<file path="src/rtl/cpu6502_pkg.sv">
// Shared definitions for the 6502 front end: addressing modes, fetch FSM
// state encodings, reset PC default and the mode-to-length helper.
package cpu6502_pkg;

   localparam logic [15:0] RESET_PC_DEFAULT = 16'h0000;

   typedef enum logic [3:0] {
      IMP  = 4'd0,
      ACC  = 4'd1,
      IMM  = 4'd2,
      ZP   = 4'd3,
      ZPX  = 4'd4,
      ZPY  = 4'd5,
      ABS  = 4'd6,
      ABSX = 4'd7,
      ABSY = 4'd8,
      IND  = 4'd9,
      INDX = 4'd10,
      INDY = 4'd11,
      REL  = 4'd12
   } addr_mode_t;

   typedef enum logic [2:0] {
      IDLE = 3'd0,
      OP   = 3'd1,
      LO   = 3'd2,
      HI   = 3'd3,
      HOLD = 3'd4
   } fetch_state_t;

   // Bytes occupied by an instruction using the given addressing mode.
   function automatic logic [1:0] mode_len(input addr_mode_t m);
      case (m)
         IMP, ACC:             mode_len = 2'd1;
         ABS, ABSX, ABSY, IND: mode_len = 2'd3;
         default:              mode_len = 2'd2;
      endcase
   endfunction

endpackage

</file>
<file path="src/rtl/opcode_length_decoder.sv">
// Combinational 6502 opcode classifier: addressing mode, instruction length
// and an illegal flag for opcodes outside the documented set.
module opcode_length_decoder
   import cpu6502_pkg::*;
(
   input  logic [7:0] opcode,
   output addr_mode_t mode,
   output logic [1:0] len,
   output logic       illegal
);

   logic [2:0] aaa;
   logic [2:0] bbb;
   logic [1:0] cc;

   assign aaa = opcode[7:5];
   assign bbb = opcode[4:2];
   assign cc  = opcode[1:0];

   // Field-based decode with the irregular opcodes patched in explicitly.
   always_comb begin
      mode    = IMP;
      illegal = 1'b0;
      case (cc)
         2'b01: begin
            case (bbb)
               3'b000:  mode = INDX;
               3'b001:  mode = ZP;
               3'b010:  mode = IMM;
               3'b011:  mode = ABS;
               3'b100:  mode = INDY;
               3'b101:  mode = ZPX;
               3'b110:  mode = ABSY;
               default: mode = ABSX;
            endcase
            // STA has no immediate form
            if (opcode == 8'h89) illegal = 1'b1;
         end
         2'b10: begin
            case (bbb)
               3'b000: begin
                  if (aaa == 3'b101) mode = IMM;
                  else               illegal = 1'b1;
               end
               3'b001: mode = ZP;
               // shifts/rotates use the accumulator; upper half are TXA/TAX/DEX/NOP
               3'b010: mode = (aaa < 3'b100) ? ACC : IMP;
               3'b011: mode = ABS;
               3'b101: mode = (opcode == 8'h96 || opcode == 8'hB6) ? ZPY : ZPX;
               3'b110: begin
                  if (aaa == 3'b100 || aaa == 3'b101) mode = IMP;
                  else                                illegal = 1'b1;
               end
               3'b111: begin
                  if (opcode == 8'hBE)      mode = ABSY;
                  else if (opcode == 8'h9E) illegal = 1'b1;
                  else                      mode = ABSX;
               end
               default: illegal = 1'b1;
            endcase
         end
         2'b00: begin
            case (bbb)
               3'b000: begin
                  case (aaa)
                     3'b000, 3'b010, 3'b011: mode = IMP;
                     3'b001:                 mode = ABS;
                     3'b100:                 illegal = 1'b1;
                     default:                mode = IMM;
                  endcase
               end
               3'b001: begin
                  if (aaa == 3'b000 || aaa == 3'b010 || aaa == 3'b011) illegal = 1'b1;
                  else                                                 mode = ZP;
               end
               3'b010: mode = IMP;
               3'b011: begin
                  if (aaa == 3'b000)        illegal = 1'b1;
                  else if (opcode == 8'h6C) mode = IND;
                  else                      mode = ABS;
               end
               3'b100: mode = REL;
               3'b101: begin
                  if (aaa == 3'b100 || aaa == 3'b101) mode = ZPX;
                  else                                illegal = 1'b1;
               end
               3'b110: mode = IMP;
               default: begin
                  if (opcode == 8'hBC) mode = ABSX;
                  else                 illegal = 1'b1;
               end
            endcase
         end
         default: illegal = 1'b1;
      endcase
      if (illegal) mode = IMP;
      len = mode_len(mode);
      // BRK skips a padding byte after the opcode
      if (opcode == 8'h00) len = 2'd2;
   end

endmodule

</file>
<file path="src/rtl/instruction_fetch_unit.sv">
// 6502 instruction fetch: owns the PC, reads opcode plus operand bytes and
// hands one assembled instruction to the control unit via valid/ready.
module instruction_fetch_unit
   import cpu6502_pkg::*;
#(
   parameter logic [15:0] RESET_PC = RESET_PC_DEFAULT
)
(
   input  logic        clk,
   input  logic        reset,
   input  logic        en,
   input  logic        pc_load,
   input  logic [15:0] pc_load_value,
   output logic [15:0] mem_addr,
   output logic        mem_rd,
   input  logic [7:0]  mem_rdata,
   input  logic        mem_rdy,
   output logic        ir_valid,
   input  logic        ir_ready,
   output logic [7:0]  ir_opcode,
   output logic [15:0] ir_operand,
   output logic [1:0]  ir_len,
   output logic [3:0]  ir_addr_mode,
   output logic        ir_illegal,
   output logic [15:0] ir_pc,
   output logic [15:0] pc_out
);

   fetch_state_t state_q;
   logic [15:0]  pc_q;
   logic [15:0]  pc_d;
   logic         mem_rd_q;
   logic         ir_valid_q;
   logic [7:0]   ir_opcode_q;
   logic [15:0]  ir_operand_q;
   logic [1:0]   ir_len_q;
   addr_mode_t   ir_mode_q;
   logic         ir_illegal_q;
   logic [15:0]  ir_pc_q;

   addr_mode_t   dec_mode;
   logic [1:0]   dec_len;
   logic         dec_illegal;

   // Decode the byte on the bus so length/mode are ready at opcode capture.
   opcode_length_decoder u_decoder (
      .opcode  (mem_rdata),
      .mode    (dec_mode),
      .len     (dec_len),
      .illegal (dec_illegal)
   );

   // Sequential PC step; 16-bit addition wraps FFFF to 0000 naturally.
   always_comb begin
      pc_d = pc_q + 16'd1;
   end

   // Fetch FSM: pc_load overrides everything, otherwise one byte per ready beat.
   always_ff @(posedge clk or posedge reset) begin
      if (reset) begin
         state_q      <= IDLE;
         pc_q         <= RESET_PC;
         mem_rd_q     <= 1'b0;
         ir_valid_q   <= 1'b0;
         ir_opcode_q  <= 8'h00;
         ir_operand_q <= 16'h0000;
         ir_len_q     <= 2'd1;
         ir_mode_q    <= IMP;
         ir_illegal_q <= 1'b0;
         ir_pc_q      <= RESET_PC;
      end else if (pc_load) begin
         // an accept in this cycle has already been taken by the consumer
         pc_q       <= pc_load_value;
         ir_valid_q <= 1'b0;
         state_q    <= en ? OP : IDLE;
         mem_rd_q   <= en;
      end else begin
         case (state_q)
            IDLE: begin
               if (en) begin
                  state_q  <= OP;
                  mem_rd_q <= 1'b1;
               end
            end
            OP: begin
               if (mem_rdy) begin
                  ir_opcode_q  <= mem_rdata;
                  ir_operand_q <= 16'h0000;
                  ir_pc_q      <= pc_q;
                  ir_len_q     <= dec_len;
                  ir_mode_q    <= dec_mode;
                  ir_illegal_q <= dec_illegal;
                  pc_q         <= pc_d;
                  if (dec_len == 2'd1) begin
                     state_q    <= HOLD;
                     mem_rd_q   <= 1'b0;
                     ir_valid_q <= 1'b1;
                  end else begin
                     state_q <= LO;
                  end
               end
            end
            LO: begin
               if (mem_rdy) begin
                  ir_operand_q[7:0] <= mem_rdata;
                  pc_q              <= pc_d;
                  if (ir_len_q == 2'd3) begin
                     state_q <= HI;
                  end else begin
                     state_q    <= HOLD;
                     mem_rd_q   <= 1'b0;
                     ir_valid_q <= 1'b1;
                  end
               end
            end
            HI: begin
               if (mem_rdy) begin
                  ir_operand_q[15:8] <= mem_rdata;
                  pc_q               <= pc_d;
                  state_q            <= HOLD;
                  mem_rd_q           <= 1'b0;
                  ir_valid_q         <= 1'b1;
               end
            end
            HOLD: begin
               if (ir_ready) begin
                  ir_valid_q <= 1'b0;
                  state_q    <= en ? OP : IDLE;
                  mem_rd_q   <= en;
               end
            end
            default: begin
               state_q  <= IDLE;
               mem_rd_q <= 1'b0;
            end
         endcase
      end
   end

   assign mem_addr     = pc_q;
   assign mem_rd       = mem_rd_q;
   assign pc_out       = pc_q;
   assign ir_valid     = ir_valid_q;
   assign ir_opcode    = ir_opcode_q;
   assign ir_operand   = ir_operand_q;
   assign ir_len       = ir_len_q;
   assign ir_addr_mode = ir_mode_q;
   assign ir_illegal   = ir_illegal_q;
   assign ir_pc        = ir_pc_q;

endmodule

</file>
<file path="config.mk">
export PLATFORM = sky130hd
export DESIGN_NAME = instruction_fetch_unit
export DESIGN_NICKNAME = d
export VERILOG_FILES = /design/src/rtl/cpu6502_pkg.sv /design/src/rtl/opcode_length_decoder.sv /design/src/rtl/instruction_fetch_unit.sv
export SDC_FILE = /design/constraint.sdc
export NUM_CORES = 1
export LEC_CHECK = 0
export BUFFER_PORTS_ARGS = -buffer_cell sky130_fd_sc_hd__buf_2
export CAP_MARGIN = 20
export CORE_MARGIN = 2
export CORE_UTILIZATION = 47
export DETAILED_ROUTE_END_ITERATION = 10
export PLACE_DENSITY = 0.77
export RECOVER_POWER = 50
export SYNTH_ARGS = -nofsm -noshare
export SYNTH_HDL_FRONTEND = slang
export SYNTH_SLANG_ARGS = --single-unit
</file>
<file path="constraint.sdc">
create_clock -name clk -period 1.89 [get_ports clk]
set_input_delay 0.189 -clock clk [delete_from_list [all_inputs] [get_ports clk]]
set_output_delay 0.189 -clock clk [all_outputs]
set_load 0.05 [all_outputs]
</file>
======== Word-level counts from Yosys, hierarchy flattened ========
Index checks and enable logic that the tools add are counted.
word-level totals
  output and inout port bits .............. 81
  flip-flop bits (word level) ............. 68
operators by class
  mux-type cells .......................... 64
  bitwise logic cells ..................... 1
  $add $sub $neg .......................... 1
  magnitude comparators ................... 1
  reductions and logical operators ........ 29
  equality and inequality tests ........... 42
operators with widths
  cell                     number
  $mux W16                 4
  $eq A8 B8 Y1 const B     6
  $pmux W4 S6              2
  $mux W3                  11
  $pmux W8 S2              2
  $pmux W4 S7              1
  $mux W1                  27
  $eq A3 B3 Y1 const B     7
  $ne A3 B3 Y1 const B     7
  $eq A3 B2 Y1 const B     6
  $add A16 B1 Y16 const B  1
  $mux W4                  4
  $pmux W3 S5              1
  $reduce_and A7 Y1        2
  $pmux W4 S3              1
  $reduce_or A4 Y1         3
  $pmux W1 S5              2
  $eq A3 B1 Y1 const B     3
  $logic_not A3 Y1         3
  $eq A4 B3 Y1 const B     2
  $eq A4 B4 Y1 const B     2
  $eq A8 B7 Y1 const B     1
  $logic_not A8 Y1         1
  $mux W8                  1
  other kinds (22)         38

======== Depth between registers and ports, before layout ========
  depth in word-level cells ............... 16
  depth in mapped cells ................... 8
  depth with buffers taken out ............ 6

======== Hierarchy ========
Synthesis repeated with hierarchy kept, for this count alone.
second synthesis, totals
  cell total of the unflattened synthesis .. 399
  area, all modules ....................... 3838.7 µm²
modules (own cells, without submodules)
  module                  cells each  times used  area each (µm²)  seq. area each (µm²)
  instruction_fetch_unit  306         1           3251.9           1702.9
  opcode_length_decoder   93          1           586.8            0.0

======== Worst setup path after synthesis ========
OpenSTA, ideal clock, no wires.
  kind .................................... register to register
  start point ............................. register pc_q[4], in the netlist mem_addr[4]
  end point ............................... register pc_q[14], in the netlist mem_addr[14]
  path slack .............................. -0.025 ns
  required time ........................... 1.758 ns
  data arrival time ....................... 1.783 ns
  path buffers ............................ 0
  period minus slack after synthesis ...... 1.915 ns
  cell stages (with the launch flop) ...... 6
  path through ............................ dfrtp_1 and4_1 nand4_1 nor4_1 xnor2_1 o21ai_1
on the way
  longest elaborated chain between the ends .. 4
RTL lines
  element                 line                                                                                        text
  start, declared         instruction_fetch_unit.sv:30                                                                logic [15:0] pc_q;
  start signal, assigned  instruction_fetch_unit.sv:73                                                                pc_q <= pc_load_value;
  start signal, assigned  instruction_fetch_unit.sv:93                                                                pc_q <= pc_d;
  start signal, assigned  instruction_fetch_unit.sv:106                                                               pc_q <= pc_d;
  $add A16 B1 Y16         instruction_fetch_unit.sv:55                                                                pc_d = pc_q + 16'd1;
  $mux W16                instruction_fetch_unit.sv:86, instruction_fetch_unit.sv:104, instruction_fetch_unit.sv:117
  $mux W16                n/a
  $mux W16                instruction_fetch_unit.sv:71                                                                end else if (pc_load) begin
Every way passes these cells. The select of a mux whose other input is x is not followed.
A chain may end at the register's enable or synchronous reset.

======== Final worst setup path ========
  start point ............................. register state_q[1]
  end point ............................... register state_q[1]
on the way
  longest elaborated chain between the ends .. 3
  elaborated cells between the ends (all ways) .. 13
  classes of those cells .................. 9 x eq/ne; 2 x mux; 2 x reduce/logical
RTL lines
  element                                                               line                           text
  start, declared                                                       instruction_fetch_unit.sv:29   fetch_state_t state_q;
  start signal, assigned                                                instruction_fetch_unit.sv:75   state_q <= en ? OP : IDLE;
  start signal, assigned                                                instruction_fetch_unit.sv:128  state_q <= en ? OP : IDLE;
  $eq A3 B3 Y1, or another cell as far along                            instruction_fetch_unit.sv:78   case (state_q)
  $ne A3 B3 Y1 (no source line) / $pmux W3 S5 (equally long branches)   n/a
  $reduce_and A5 Y1 (no source line) / $mux W3 (equally long branches)  n/a
Parallel ways exist; a longest one is shown, timed or not.

==> flow_summary.json <==
{
  "antenna_found_initial": 0,
  "finClkSkew_ns": 0.0106,
  "dieWidth_um": 92.9,
  "clock.fmax_mhz": 553,
  "clk_latency_ns": 0.34,
  "die_h_um": 92.9,
  "crit_arrival_ns": 2.06,
  "yosys.area_share.simple": 0.186,
  "nets": 539,
  "io_pins": 111,
  "start_util": 0.483,
  "critPathKind": "reg2reg",
  "port_buffers": 110,
  "synth_flop_cell": "dfrtp_1",
  "synth_cell_type_count": 70,
  "synth_compound_area_frac": 0.167,
  "placementRows": 32,
  "htreeDepth": 3,
  "setup_violations": 0,
  "core_area_um2": 7690,
  "hold_slack_ns": 0.0481,
  "muxShareOfSynthArea": 0.0663,
  "relSlewSlack": 0.377,
  "via_per_inst": 5.24,
  "p_leak_nw": 2.15,
  "hp-start": "pc_load_value[10]",
  "syn_area_um2": 3720,
  "wl_per_cell_um": 15.3,
  "synth_adder_area_share": 0.00606,
  "status": "complete, no violations",
  "cts_tree": "done",
  "overflow": 0,
  "tns_ns": 0,
  "seq_area_frac_synth": 0.458,
  "crit_fanout": 6,
  "vias": 3225,
  "synth_edf_count": 0,
  "grt.total_usage": 0.229,
  "syn_inst": 383,
  "hold_viol_final": 0,
  "cts_setup_buffers": 0,
  "hpwl_mm": 7.00,
  "async_flop_share": 1.00,
  "maxSlewViolCount": 0,
  "worstPathRequired_ns": 2.14,
  "grt_pass1_wl_mm": 15.6,
  "yosys.area_share.xor_xnor": 0.0401,
  "grt_pass1_vias": 3129,
  "syn_nets": 414,
  "vdd_drop_max_v": 0.000955,
  "drt_iter0_markers": 184,
  "drive_gt1_frac": 0.329,
  "ys_warn_count": 0,
  "critPathCaptureType": "register",
  "root_buffer": "clkbuf_8",
  "cts.clk_slew.worst_paths_ns": 0.08,
  "drcViolationCount": 0,
  "mostFrequentLayoutCells": "buf_2 (69), dfrtp_1 (64), nand2_1 (54)",
  "wl_mm": 9.41,
  "p_per_area_nw_per_um2": 1470,
  "rr_startpoint": "state_q[1]",
  "cp-startpoint": "state_q[1]",
  "startpoint_type": "register",
  "grt_max_degree": 39,
  "min_path_type": "in2reg",
  "die_area_um2": 8630,
  "cts.sinks": 68,
  "finalCritPeriodShare": 0.956,
  "diodes": 0,
  "synth_area_per_cell_um2": 9.70,
  "cts_buffer_depth": 2,
  "ys_ff_latch": 68,
  "design_power_total_mw": 6.86,
  "max_cap_viol_count": 0,
  "layout_min_cycle_time_ns": 1.81,
  "dr.pass1.iters": 4,
  "syn2layout_area_growth_pct": 25.4,
  "rsz0062_at_grt": "no",
  "ant_nets": 0,
  "gp_congestion": 0.939,
  "cts-buffers-inserted": 9,
  "layout_commonest_cell": "buf_2",
  "synth_top_family_by_area": "simple AND/OR/NAND/NOR gates",
  "tightest_slew_ns": 0.935
}
## cells by family (layout without fill, tap and decap cells)
family / Yosys count / count (layout)
and+or+nand+nor: 133 / 133
AOI/OAI and AO/OA: 90 / 90
DFF: 68 / 68
buffers and inverters: 51 / 181
muxes: 22 / 22
xor gates and xnor gates: 17 / 17
adders and majority gates: 2 / 2
## metrics by stage
stage / area (um^2) / std cells / utilization / setup WS, ns
after floorplan: 3720 / 383 / - / 0.0129
after global placement: 4520 / 598 / 0.587 / -0.106
after detailed placement: 4520 / 598 / 0.587 / -0.157
after CTS: 4720 / 615 / 0.614 / 0.107
after global routing: 4660 / 615 / 0.606 / 0.00756
final: 4660 / 615 / 0.606 / 0.0825
## cells in the mapped netlist, types with 6 or more instances
master,count,area [um^2]
nand3_1,8,40.0
mux2_2,20,225
dfrtp_1,67,1680
a21oi_1,9,45.0
xor2_1,6,52.6
buf_2,9,45.0
nand2_1,54,203
nor2b_1,6,37.5
inv_1,8,30.0
o21ai_0,39,195
clkbuf_1,12,45.0
nor2_1,21,78.8
xnor2_1,11,96.3
buf_4,19,143
a22o_1,8,70.1
## sequential cells by signal, indices dropped and copies added (netlist names)
name and cells:
ir_operand 16, ir_pc 16, mem_addr 16, ir_opcode 8, ir_addr_mode 4, state_q 3
ir_len 2, ir_illegal 1, ir_valid 1, mem_rd 1
## path summary, 6_finish.rpt
check	cells after the start	slack [ns]	endpoint
worst min register to register	2	0.48	ir_opcode[7]
worst min-delay path	3	0.05	mem_addr[10]
min in group asynchronous	4	0.61	mem_addr[12]
worst max-delay path	4	0.08	state_q[1]
max in group asynchronous	4	0.53	state_q[1]
worst max register to register	4	0.08	state_q[1]
## power breakdown
group	internal (mW)	switching, mW	total, mW
logic	0.824	2.58	3.40
registers	1.95	0.322	2.27
clock network	0.610	0.572	1.18
## cell type report
cell class                 instances  area, um^2
timing repair buffer             156         855
fill                             712        3030
multi-input combinational        264        1740
tap                              102         128
clock buffer                      10         128
inverter                           9        37.5
sequential                        68        1710
clock inverter                     6        65.1
## critical path, stage by stage, from the launching register on
cell	delay (ns)
dfrtp_2	0.44
or3b_2	0.49
o32a_1	0.26
a311o_1	0.38
a31oi_1	0.15
## what timing repair did
item / CTS / global route
setup endpoints to repair: 0 / 12
hold buffers: 1 / 0
gates resized for setup: 0 / 4
endpoints found under the hold margin: 67 / 0
## layer usage
metal,share of wire,global-route usage,vias up
met5,0,0,-
met1,0.48,0.336,1540
li1,-,-,1583
met2,0.46,0.345,93
met3,0.045,0.0309,9
met4,0.014,0.0895,0
(Power assumes the default switching activity.)
